`src/rtl/store_narrower_pkg.sv`:
```
// store_narrower_pkg
// Shared definitions for the store narrowing path: size encodings, byte
// strobe patterns, signed saturation limits and the pipeline stage payloads.
// No ports; imported by store_narrower and store_narrower_narrow_sat.
package store_narrower_pkg;

  // Access size encodings as they arrive on in_size
  localparam logic [1:0] SZ_BYTE = 2'b00;
  localparam logic [1:0] SZ_HALF = 2'b01;
  localparam logic [1:0] SZ_WORD = 2'b10;
  localparam logic [1:0] SZ_RSVD = 2'b11;

  // Byte write strobe patterns, bit i enables byte lane i
  localparam logic [3:0] STRB_NONE    = 4'b0000;
  localparam logic [3:0] STRB_BYTE0   = 4'b0001;
  localparam logic [3:0] STRB_LO_HALF = 4'b0011;
  localparam logic [3:0] STRB_HI_HALF = 4'b1100;
  localparam logic [3:0] STRB_ALL     = 4'b1111;

  // Signed saturation limits for the narrow target sizes
  localparam logic [7:0]  BYTE_MAX = 8'h7F;
  localparam logic [7:0]  BYTE_MIN = 8'h80;
  localparam logic [15:0] HALF_MAX = 16'h7FFF;
  localparam logic [15:0] HALF_MIN = 16'h8000;

  // Raw beat captured by stage S1
  typedef struct packed {
    logic [31:0] data;
    logic [1:0]  size;
    logic [1:0]  addrLo;
    logic        sat;
  } s1Beat_t;

  // Finished store beat held by stage S2
  typedef struct packed {
    logic [31:0] data;
    logic [3:0]  strb;
    logic        ovf;
    logic        misalign;
  } s2Beat_t;

  // A half must sit on an even address, a word on a 4-byte boundary, and the
  // reserved size is never a legal access.
  function automatic logic isMisaligned(input logic [1:0] size, input logic [1:0] addrLo);
    logic bad;
    bad = 1'b0;
    case (size)
      SZ_BYTE: bad = 1'b0;
      SZ_HALF: bad = addrLo[0];
      SZ_WORD: bad = (addrLo != 2'b00);
      default: bad = 1'b1;
    endcase
    return bad;
  endfunction

endpackage

```
`src/rtl/store_narrower_narrow_sat.sv`:
```
// store_narrower_narrow_sat
// Combinational narrowing of a 32-bit register value to a signed byte or half.
// Flags signed overflow and, when asked, clamps to the signed limits instead
// of truncating.
// Ports:
//   data_i   32  source register value
//   size_i    2  target size (byte / half / word / reserved)
//   sat_i     1  0 truncate, 1 saturate on overflow
//   value_o  16  narrowed value (byte result in [7:0], half in [15:0])
//   ovf_o     1  value does not fit the signed target size
module store_narrower_narrow_sat
  import store_narrower_pkg::*;
(
  input  logic [31:0] data_i,
  input  logic [1:0]  size_i,
  input  logic        sat_i,
  output logic [15:0] value_o,
  output logic        ovf_o
);

  logic byteOvf;
  logic halfOvf;

  // A value fits a signed N-bit target only when every bit from N-1 upward
  // is a copy of the sign, so anything other than all-ones or all-zeros in
  // that span is an overflow.
  always_comb begin
    byteOvf = !((&data_i[31:7]) || !(|data_i[31:7]));
    halfOvf = !((&data_i[31:15]) || !(|data_i[31:15]));
  end

  // Truncation is just the low bits; saturation picks the limit that matches
  // the sign of the original 32-bit value.
  always_comb begin
    value_o = data_i[15:0];
    ovf_o   = 1'b0;
    case (size_i)
      SZ_BYTE: begin
        ovf_o = byteOvf;
        if (sat_i && byteOvf) begin
          value_o = {8'h00, (data_i[31] ? BYTE_MIN : BYTE_MAX)};
        end
      end
      SZ_HALF: begin
        ovf_o = halfOvf;
        if (sat_i && halfOvf) begin
          value_o = data_i[31] ? HALF_MIN : HALF_MAX;
        end
      end
      default: ovf_o = 1'b0;
    endcase
  end

endmodule

```
`src/rtl/store_narrower.sv`:
```
// store_narrower
// Store-path narrower between register-file read and the data-memory write
// port. Narrows to byte/half with overflow detect and optional saturation,
// replicates the value across byte lanes and builds write strobes. Elastic
// two-stage pipeline (S1 inputs, S2 result) with valid/ready on both sides.
// Ports:
//   clk, rst_n            clock, asynchronous active-low reset
//   in_valid/in_ready     input handshake
//   in_data[31:0]         source register value
//   in_size[1:0]          00 byte, 01 half, 10 word, 11 reserved
//   in_addr_lo[1:0]       byte address bits [1:0]
//   in_sat                0 truncate, 1 saturate
//   out_valid/out_ready   output handshake
//   out_data[31:0]        lane-replicated store data
//   out_strb[3:0]         byte write enables
//   out_ovf               value did not fit the signed target size
//   out_misalign          misaligned address or reserved size
//   ovf_clr               synchronous clear of ovf_count
//   ovf_count[CNT_W-1:0]  saturating count of delivered overflowed beats
module store_narrower
  import store_narrower_pkg::*;
#(
  parameter int CNT_W = 16
) (
  input  logic             clk,
  input  logic             rst_n,
  input  logic             in_valid,
  output logic             in_ready,
  input  logic [31:0]      in_data,
  input  logic [1:0]       in_size,
  input  logic [1:0]       in_addr_lo,
  input  logic             in_sat,
  output logic             out_valid,
  input  logic             out_ready,
  output logic [31:0]      out_data,
  output logic [3:0]       out_strb,
  output logic             out_ovf,
  output logic             out_misalign,
  input  logic             ovf_clr,
  output logic [CNT_W-1:0] ovf_count
);

  logic             s1Valid_q;
  s1Beat_t          s1Beat_q;
  s1Beat_t          s1Beat_d;
  logic             s2Valid_q;
  s2Beat_t          s2Beat_q;
  s2Beat_t          s2Beat_d;
  logic             s2Load;
  logic             s1Load;
  logic [15:0]      narrowValue;
  logic             narrowOvf;
  logic             misalign;
  logic [CNT_W-1:0] ovfCount_q;
  logic [CNT_W-1:0] ovfCount_d;

  // S2 frees up whenever it is empty or its beat is being taken; S1 can then
  // refill in the same cycle, which gives full throughput without a bubble.
  always_comb begin
    s2Load   = !s2Valid_q || out_ready;
    s1Load   = !s1Valid_q || s2Load;
    in_ready = s1Load;
  end

  always_comb begin
    s1Beat_d.data   = in_data;
    s1Beat_d.size   = in_size;
    s1Beat_d.addrLo = in_addr_lo;
    s1Beat_d.sat    = in_sat;
  end

  store_narrower_narrow_sat uNarrowSat (
    .data_i  (s1Beat_q.data),
    .size_i  (s1Beat_q.size),
    .sat_i   (s1Beat_q.sat),
    .value_o (narrowValue),
    .ovf_o   (narrowOvf)
  );

  // Lane placement: the narrowed value is copied into every lane so memory
  // only needs the strobes to pick the right bytes. A misaligned or reserved
  // access writes nothing and reports no overflow; its data is don't-care.
  always_comb begin
    misalign          = isMisaligned(s1Beat_q.size, s1Beat_q.addrLo);
    s2Beat_d.data     = s1Beat_q.data;
    s2Beat_d.strb     = STRB_NONE;
    s2Beat_d.ovf      = narrowOvf;
    s2Beat_d.misalign = misalign;
    case (s1Beat_q.size)
      SZ_BYTE: begin
        s2Beat_d.data = {4{narrowValue[7:0]}};
        s2Beat_d.strb = STRB_BYTE0 << s1Beat_q.addrLo;
      end
      SZ_HALF: begin
        s2Beat_d.data = {2{narrowValue}};
        s2Beat_d.strb = s1Beat_q.addrLo[1] ? STRB_HI_HALF : STRB_LO_HALF;
      end
      SZ_WORD: begin
        s2Beat_d.data = s1Beat_q.data;
        s2Beat_d.strb = STRB_ALL;
      end
      default: begin
        s2Beat_d.data = s1Beat_q.data;
        s2Beat_d.strb = STRB_NONE;
      end
    endcase
    if (misalign) begin
      s2Beat_d.strb = STRB_NONE;
      s2Beat_d.ovf  = 1'b0;
    end
  end

  // Stage S1: payload only moves on a real beat so a drained stage keeps its
  // last contents instead of capturing idle bus values.
  always_ff @(posedge clk or negedge rst_n) begin
    if (!rst_n) begin
      s1Valid_q <= 1'b0;
      s1Beat_q  <= '0;
    end else if (s1Load) begin
      s1Valid_q <= in_valid;
      if (in_valid) begin
        s1Beat_q <= s1Beat_d;
      end
    end
  end

  // Stage S2: holds every output field while a beat waits for out_ready.
  always_ff @(posedge clk or negedge rst_n) begin
    if (!rst_n) begin
      s2Valid_q <= 1'b0;
      s2Beat_q  <= '0;
    end else if (s2Load) begin
      s2Valid_q <= s1Valid_q;
      if (s1Valid_q) begin
        s2Beat_q <= s2Beat_d;
      end
    end
  end

  // Overflow event counter: counts delivered overflowed beats, sticks at
  // all-ones, and a clear in the same cycle as an increment wins.
  always_comb begin
    ovfCount_d = ovfCount_q;
    if (ovf_clr) begin
      ovfCount_d = '0;
    end else if (s2Valid_q && out_ready && s2Beat_q.ovf && !(&ovfCount_q)) begin
      ovfCount_d = ovfCount_q + 1'b1;
    end
  end

  always_ff @(posedge clk or negedge rst_n) begin
    if (!rst_n) begin
      ovfCount_q <= '0;
    end else begin
      ovfCount_q <= ovfCount_d;
    end
  end

  always_comb begin
    out_valid    = s2Valid_q;
    out_data     = s2Beat_q.data;
    out_strb     = s2Beat_q.strb;
    out_ovf      = s2Beat_q.ovf;
    out_misalign = s2Beat_q.misalign;
    ovf_count    = ovfCount_q;
  end

endmodule

```
`config.mk`:
```
export PLATFORM = sky130hd
export DESIGN_NAME = store_narrower
export DESIGN_NICKNAME = d
export VERILOG_FILES = /design/src/rtl/store_narrower_pkg.sv /design/src/rtl/store_narrower_narrow_sat.sv /design/src/rtl/store_narrower.sv
export SDC_FILE = /design/constraint.sdc
export NUM_CORES = 1
export LEC_CHECK = 0
export BUFFER_PORTS_ARGS = -buffer_cell sky130_fd_sc_hd__clkbuf_2
export CORE_AREA = 2 2 125 157
export CTS_CLUSTER_DIAMETER = 40
export DETAILED_ROUTE_END_ITERATION = 6
export DIE_AREA = 0 0 127 159
export HOLD_SLACK_MARGIN = 0.05
export PLACE_DENSITY = 0.47
export SETUP_SLACK_MARGIN = 0.5
export SLEW_MARGIN = 20
export SYNTH_ARGS = -nofsm -noshare
export SYNTH_HDL_FRONTEND = slang
export SYNTH_SLANG_ARGS = --single-unit
```
`constraint.sdc`:
```
create_clock -name clk -period 4.15 [get_ports clk]
set_clock_uncertainty 0.1 [all_clocks]
set_input_delay 0.2075 -clock clk [delete_from_list [all_inputs] [get_ports clk]]
set_output_delay 0.2075 -clock clk [all_outputs]
set_load 0.02 [all_outputs]
```
* Word-level counts from Yosys, hierarchy flattened
Index checks and enable logic that the tools add are counted. Widths: inputs -> output; s select.
Operators by class: shifts and indexed selects 1, muxes and demuxes 12, eq/ne operators 2, $add $sub $neg 1, reduce and logical (&&, ||, !) cells 26
Operator list (count):
- $pmux 36 s3 | 1
- $mux 16 | 6
- $reduce_and 25->1 | 1
- $reduce_or 25->1 | 1
- $reduce_and 17->1 | 1
- $reduce_or 17->1 | 1
- $add 16x1->16 const B | 1
- $reduce_and 16->1 | 1
- $mux 8 | 1
- $logic_not 1->1 | 7
- $logic_and 1x1->1 | 5
- $mux 5 | 1
- $logic_or 1x1->1 | 4
- $mux 4 | 1
- $reduce_and 2->1 | 2
- $reduce_bool 2->1 | 2
- $shl 1x2->4 const A | 1
- $pmux 1 s3 | 1
- $eq 2x1->1 const B | 1
- $eq 2x2->1 const B | 1
- $logic_not 2->1 | 1
- $pmux 1 s2 | 1
Storage, ports and cells: input port bits 42, output and inout bits 56, register bits 93, logic and storage cells 53

* Longest topological paths before layout
Gate-level depths: netlist of the first run.
depth after elaboration 9, mapped depth 9, gate-level depth less buffers 8

* Modules after synthesis
A second synthesis of the first run with hierarchy kept.
Unflattened totals: cell total of the unflattened synthesis 450, area total of the unflattened synthesis 4608.2 um^2
By module, submodules not included:
- store_narrower | area each 4157.7 um^2, cells an instance 384, seq. area each 2327.2 um^2, times used 1
- store_narrower_narrow_sat | area each 450.4 um^2, cells an instance 66, seq. area each 0.0 um^2, times used 1

* Worst setup path after synthesis of the first run
OpenSTA, ideal clock, no wires.
path type register to register, start register s1Beat_q[35] in the netlist's numbering, end register s2Beat_q, in the netlist out_data[11], stages on the path, launching flop included 8, path buffers 0, arrival time 1.869 ns, required time 3.921 ns, library setup time 0.129 ns, slack 2.052 ns, period minus slack after synthesis 2.098 ns, cell sequence dfrtp_1 -> nor4_2 -> and4_1 -> nand2_2 -> nand3_1 -> mux2_2 -> a221oi_1 -> o31ai_1
Between the ends: cells in the longest elaborated chain, start to end 8, elaborated cells between the ends (all ways) 16, those cells by class mux: 4; reduce/logical: 12
RTL lines:
- start, declared | RTL line store_narrower.sv:44 | s1Beat_t s1Beat_q;
- start signal, assigned | RTL line store_narrower.sv:122 | s1Beat_q <= s1Beat_d;
- $reduce_or 25->1 or $reduce_or 17->1 (tied branches) | RTL line store_narrower_narrow_sat.sv:28, store_narrower_narrow_sat.sv:29
- $logic_not 1->1 (on tied branches) | RTL line store_narrower_narrow_sat.sv:28, store_narrower_narrow_sat.sv:29
- $logic_or 1x1->1 (on tied branches) | RTL line store_narrower_narrow_sat.sv:28, store_narrower_narrow_sat.sv:29
- $logic_not 1->1 (on tied branches) | RTL line store_narrower_narrow_sat.sv:28, store_narrower_narrow_sat.sv:29
- $logic_and 1x1->1 (on tied branches) | RTL line store_narrower_narrow_sat.sv:40, store_narrower_narrow_sat.sv:46
- $mux 16 (on tied branches) | RTL line store_narrower_narrow_sat.sv:40, store_narrower_narrow_sat.sv:46
- $mux 16 (*)
- $pmux 36 s3 (*) | RTL line store_narrower.sv:89 | case (s1Beat_q.size)
- end signal, assigned | RTL line store_narrower.sv:135 | s2Beat_q <= s2Beat_d;
- end, declared | RTL line store_narrower.sv:47 | s2Beat_t s2Beat_q;
Mark *: on every way between the ends. The rest lies on a longest branch, timed or not. A chain may end at the register's enable or synchronous reset.

* Worst setup path after layout of the first run
start register s1Beat_q[36] in the netlist's numbering, end register s2Beat_q, in the netlist out_data[17]
Same word-level chain as after synthesis.

==> results of run 1 <==
worst max path at each step:
stage                                to  cells after the start                startpoint
2_1_floorplan  out_data[11]$_DFFE_PN0P_                      7  s1Beat_q[35]$_DFFE_PN0P_
3_3_place_gp   out_data[20]$_DFFE_PN0P_                      7  s1Beat_q[20]$_DFFE_PN0P_
3_5_place_dp   out_data[17]$_DFFE_PN0P_                      7  s1Beat_q[36]$_DFFE_PN0P_
4_1_cts        out_data[11]$_DFFE_PN0P_                      7  s1Beat_q[35]$_DFFE_PN0P_
5_1_grt        out_data[11]$_DFFE_PN0P_                      7  s1Beat_q[36]$_DFFE_PN0P_
6_report       out_data[17]$_DFFE_PN0P_                      7  s1Beat_q[36]$_DFFE_PN0P_
power by group:
part | switching, mW | leakage [nW] | total [mW] | internal [mW]
registers | 0.157 | 1.11 | 1.22 | 1.07
clock network | 0.348 | 0.130 | 0.811 | 0.462
logic | 0.446 | 1.32 | 0.738 | 0.291
total | 0.952 | 2.56 | 2.77 | 1.82
registers in the layout (all words and copies together), names as in the netlist:
name	flops
s1Beat_q	37
out_strb	4
out_misalign	1
out_data	32
s1Valid_q	1
out_valid	1
ovf_count	16
out_ovf	1
repair_timing:
action                                 CTS  global route
endpoints found under the hold margin   92             0
setup endpoints to repair                0             0
hold buffers                            37             0
final cells by class:
cell class	count	area (sq um)
fillers	2002	12820
multi-input cells	301	1988
clock inverters	6	65.06
flip-flops and latches	93	2327
clock buffers	9	225.2
repair buffers	139	895.9
inverters	6	22.52
well taps	232	290.3
cells in the final DEF, fill, tap and decap left out, drive strengths merged, types with 4 or more instances in the layout:
cell type,instances
or3,5
o21ai,22
inv,6
dlygate4sd3,37
a221oi,8
a21o,9
o31ai,4
nor2,54
nand2b,5
dfrtp,93
nand2,37
mux2,39
a31oi,6
and3,4
nand3,12
nor4,5
xor2,9
buf,6
o22ai,7
clkinvlp,4
nand4,10
a21oi,34
and4,4
clkbuf,105
logic make-up after synthesis:
kind of cell | Yosys count
AND/OR/NAND/NOR | 145
XOR/XNOR | 12
multiplexers | 42
adder cells (fa/ha/maj) | 1
flip-flops | 93
buffers and inverters | 26
AO/OA/AOI/OAI | 101
synth_stat cells, drive strengths merged, types with 6 or more instances:
| cell | instances | share of area [%] |
|---|---|---|
| nand3 | 12 | 1.6 |
| o22ai | 7 | 0.99 |
| mux2 | 39 | 10 |
| xor2 | 9 | 1.8 |
| a21oi | 34 | 3.8 |
| clkbuf | 15 | 1.3 |
| o21ai | 22 | 2.5 |
| a21o | 9 | 1.6 |
| a221oi | 8 | 2.4 |
| a31oi | 6 | 1.5 |
| nand2 | 37 | 3.2 |
| nand4 | 10 | 1.4 |
| dfrtp | 93 | 53 |
| inv | 6 | 0.51 |
| nor2 | 54 | 4.6 |
layer usage:
metal	share of wire [%]	wire [um]	global-route usage, %	vias to the layer above
li1	-	-	-	1773
met1	45	5934	17.11	1794
met2	49	6500	21.68	98
met3	3.7	491	2.352	14
met4	1.7	226	4.845	0
met5	0	0	0	-
metrics by stage:
stage | std cells | worst slack [ns] | cell area, sq um | power, mW
4_1_cts | 786 | 1.820 | 5814 | 2.811
2_1_floorplan | 420 | 2.052 | 4428 | 1.664
5_1_grt | 786 | 1.643 | 5814 | 2.930
6_report | 786 | 1.781 | 5814 | 2.772
3_5_place_dp | 734 | 1.815 | 5154 | 1.963
3_3_place_gp | 734 | 1.845 | 5154 | 1.952
critical path, cell delays in order (launching register included):
cell and delay [ns]:
dfrtp_1 0.53, nor4_1 0.09, and3_1 0.18, nand3_2 0.12, nand3_2 0.22, mux2_4 0.39, o21ai_1 0.44, o22ai_1 0.15
==> flow_metrics.tcl, run 1 <==
set metrics [dict create \
    r2r-end "out_data[17]$_DFFE_PN0P_" \
    dr.pass1.iters 4 \
    die_x_um 127 \
    drive_gt1_share_pct 31.77 \
    cts-root-buf "clkbuf_16" \
    synth_warnings 0 \
    grt_use_total_pct 13.11 \
    clkLatencyLatePin_ns 0.34 \
    grt_overflow 0 \
    drt-initial-drc-count 156 \
    io_pins 98 \
    setup_tns_ns 0 \
    synth_adder_area_share_pct 0.2826 \
    yosysSeqAreaShare_pct 52.56 \
    irDropWorstVdd_uv 198.8 \
    cts_made_buffers 9 \
    synthDistinctLibCells 48 \
    r2r_start "s1Beat_q[36]$_DFFE_PN0P_" \
    start_util_pct 23.76 \
    finalSetupViolCount 0 \
    ff2ff_setup_slack_ns 1.78 \
    synth_top_family_by_area "simple AND/OR/NAND/NOR gates" \
    antenna_cells 0 \
    syn_area_sq_mm 0.004428 \
    critPathCaptureType "flop" \
    viasPerCell 4.681 \
    syn_inst 420 \
    ys_ff_latch 93 \
    hold_end "s1Beat_q[13]$_DFFE_PN0P_" \
    required_ns 4.24 \
    synth_compound_area_share_pct 15.74 \
    synthesis.area_per_instance_sq_um 10.54 \
    synth_simple_gate_area_share_pct 15.82 \
    clk_pin_slew_ns 0.07 \
    synth.mux.area_fraction_pct 10.68 \
    leakage_nw 2.564 \
    r2r_cells 7 \
    drc 0 \
    rows 56 \
    cts_tree "built" \
    routedWlPerCell_um 16.73 \
    synth_flop_cell "dfrtp_1" \
    cts_setup_buffers 0 \
    num_vias 3679 \
    hold_depth 2 \
    die_area_sq_mm 0.02019 \
    fp.dieH_um 159 \
    wirelength_um 13150 \
    worstSetupStartpointType "flop" \
    grt_pass1_vias 3781 \
    path_class "flop to flop" \
    synth_nets 463 \
    synth_xor_area_share_pct 2.374 \
    hpwl_um 9722 \
    rsz0062_at_grt "false" \
    clkSinkCount 93 \
    holdCritStartpoint "in_data[8]" \
    cap_violations 0 \
    post-route-util_pct 31.20 \
    drv_slew 0 \
    nets 593 \
    max_freq_ghz 0.4222 \
    final-hold-violation-count 0 \
    holdWs_ns 0.06186 \
    antenna_found_initial 0 \
    antenna_left 0 \
    finalCritPeriodShare_pct 57.08 \
    max_slew.worst_pin.slew_ns 0.9512 \
    ctsLongestPathBuffers 2 \
    slew_headroom_pct 36.59 \
    arrival_ns 2.46 \
    synth_edf_count 0 \
    numPortBuffers 97 \
    ys_async_sr_fraction_pct 100.0 \
    area_delta_synth_final_pct 31.31 \
    worstPathMaxFanout 10 \
    grt_max_degree 58 \
    status "completed" \
    htree_levels 3 \
    hold_path.class "input pin to flop" \
    grt_pass1_wl_um 20960 \
    place_congestion 0.8008 \
    power_per_cell_area_mw_per_mm2 476.7 \
    core_area_sq_mm 0.01864 \
    post-route-min-period_ns 2.369 \
    cts_resized 0 \
]
Power figures use the tool's default switching activity.
==> run 2: changes to the inputs <==
- clock period: 4.15 -> 2.3 ns (I/O delays scaled with it)
==> flow_metrics.tcl, run 2 (same netlist as run 1, synthesis figures left out) <==
set metrics [dict create \
    status "completed" \
    antenna_cells 0 \
    dp.cells 747 \
    numPortBuffers 97 \
    io_pins 98 \
    fillers 1913 \
    finalSetupViolCount 0 \
    grt_use_total_pct 13.97 \
    seq_area_sq_mm 0.002347 \
    fp.dieH_um 159 \
    multi_input_area_sq_mm 0.002352 \
    worstSetupStartpointType "flop" \
    drc 0 \
    final-hold-violation-count 0 \
    layout.cells.non_filler 842 \
    dr.pass1.iters 4 \
    die_area_sq_mm 0.02019 \
    cts-root-buf "clkbuf_16" \
    clkLatencyLatePin_ns 0.35 \
    cts_made_buffers 9 \
    place_ws_ns 0.06899 \
    grt_pass1_vias 3986 \
    place_congestion 0.8245 \
    hpwl_um 9671 \
    worstPathMaxFanout 8 \
    antenna_found_initial 0 \
    wirelength_um 14090 \
    power_per_cell_area_mw_per_mm2 795.2 \
    clkPwrFrac_pct 27.7 \
    drive_gt1_share_pct 47.87 \
    max_slew.worst_pin.slew_ns 0.7084 \
    finalCritPeriodShare_pct 92.07 \
    swShare_pct 35.76 \
    mostFrequentLayoutCells "clkbuf_2, dfrtp_1, nor2_1" \
    nets 648 \
    dpl-instance-area_sq_mm 0.005350 \
    grt_overflow 0 \
    core_area_sq_mm 0.01864 \
    switching_power_mw 1.906 \
    internal_power_mw 3.423 \
    max_freq_ghz 0.4722 \
    die_x_um 127 \
    drt-initial-drc-count 127 \
    grt_max_degree 94 \
    post-route-util_pct 35.96 \
    critPathCaptureType "flop" \
    holdWs_ns 0.06582 \
    cts_tree "built" \
    drv_slew 0 \
    post-route-min-period_ns 2.118 \
    path_class "flop to flop" \
    htree_levels 3 \
    antenna_left 0 \
    clk_pin_slew_ns 0.07 \
    ctsLongestPathBuffers 2 \
    rows 56 \
    area_delta_synth_final_pct 51.34 \
    power_frac_seq_pct 42.0 \
    num_vias 3914 \
    rsz0062_at_grt "true" \
    start_util_pct 23.76 \
    top_register "s1Beat_q" \
    final_cell_area_sq_mm 0.006701 \
    worst_slack_ns 0.1823 \
    required_ns 2.42 \
    power_mw 5.329 \
    viasPerCell 4.648 \
    layout_commonest_cell "clkbuf_2" \
    hold_path.class "input pin to flop" \
    grt_pass1_wl_um 22070 \
    arrival_ns 2.24 \
    p_comb_share_pct 30.3 \
    largest_reg_flops 37 \
    slew_headroom_pct 52.67 \
    setup_tns_ns 0 \
    irDropWorstVdd_uv 328.5 \
    cap_violations 0 \
    clkSinkCount 93 \
    leakage_nw 2.956 \
    routedWlPerCell_um 16.73 \
]
run 2: cell types whose count changed in the layout (fill, tap and decap cells not counted), sizes merged, moves of 4 or more:
cell,before,now
dlygate4sd3,37,41
inv,6,10
clkinvlp,4,0
buf,6,56
run 2: repair_timing:
item,CTS,global route
pin swaps,16,18
gates cloned,1,0
setup buffers,21,16
resized for setup,29,56
endpoints found under the hold margin,132,0
hold buffers,41,0
setup endpoints to repair,44,46
run 2: power by group through the flow:
stage	clock network [mW]	logic [mW]	registers (mW)
5_1_grt	1.60	1.75	2.28
4_1_cts	1.53	1.51	2.22
3_3_place_gp	0	1.34	2.24
6_report	1.48	1.61	2.24
3_5_place_dp	0	1.36	2.24
2_1_floorplan	0	0.645	2.38
run 2: routing by layer:
metal  vias to the layer above  part of all wire (%)  global-route usage, %
li1                       1892                     -                      -
met1                      1902                    45                  17.90
met2                        99                    48                  22.80
met3                        21                   4.5                  3.595
met4                         0                   2.6                  4.895
met5                         -                     0                      0
run 2: path summary, 6_finish.rpt:
path,from,end,slack [ns],cells after the start
max reg2reg,s1Beat_q[25]$_DFFE_PN0P_,out_data[20]$_DFFE_PN0P_,0.18,8
min reg2reg,out_strb[0]$_DFFE_PN0P_,out_strb[0]$_DFFE_PN0P_,0.38,1
min,ovf_clr,ovf_count[11]$_DFFE_PN0P_,0.07,2
min in group asynchronous,rst_n,s1Beat_q[5]$_DFFE_PN0P_,0.23,3
max,s1Beat_q[25]$_DFFE_PN0P_,out_data[20]$_DFFE_PN0P_,0.18,8
max in group asynchronous,rst_n,ovf_count[9]$_DFFE_PN0P_,1.40,3
run 2: layout make-up:
cell class                 instances  area share [%]
multi-input combinational        302           35.10
sequential                        93           35.03
timing repair buffer             193           20.87
tap                              232           4.332
clock buffer                      10           3.566
clock inverter                     6          0.7655
inverter                           6          0.3361
run 2: critical path, cell delays in order (launching register included):
cell and delay [ns]:
dfrtp_2 0.45, nor4_4 0.27, and3_4 0.25, buf_6 0.10, nand2_4 0.06, a41o_4 0.31, a21o_4 0.24, a21oi_2 0.12
o22ai_2 0.08
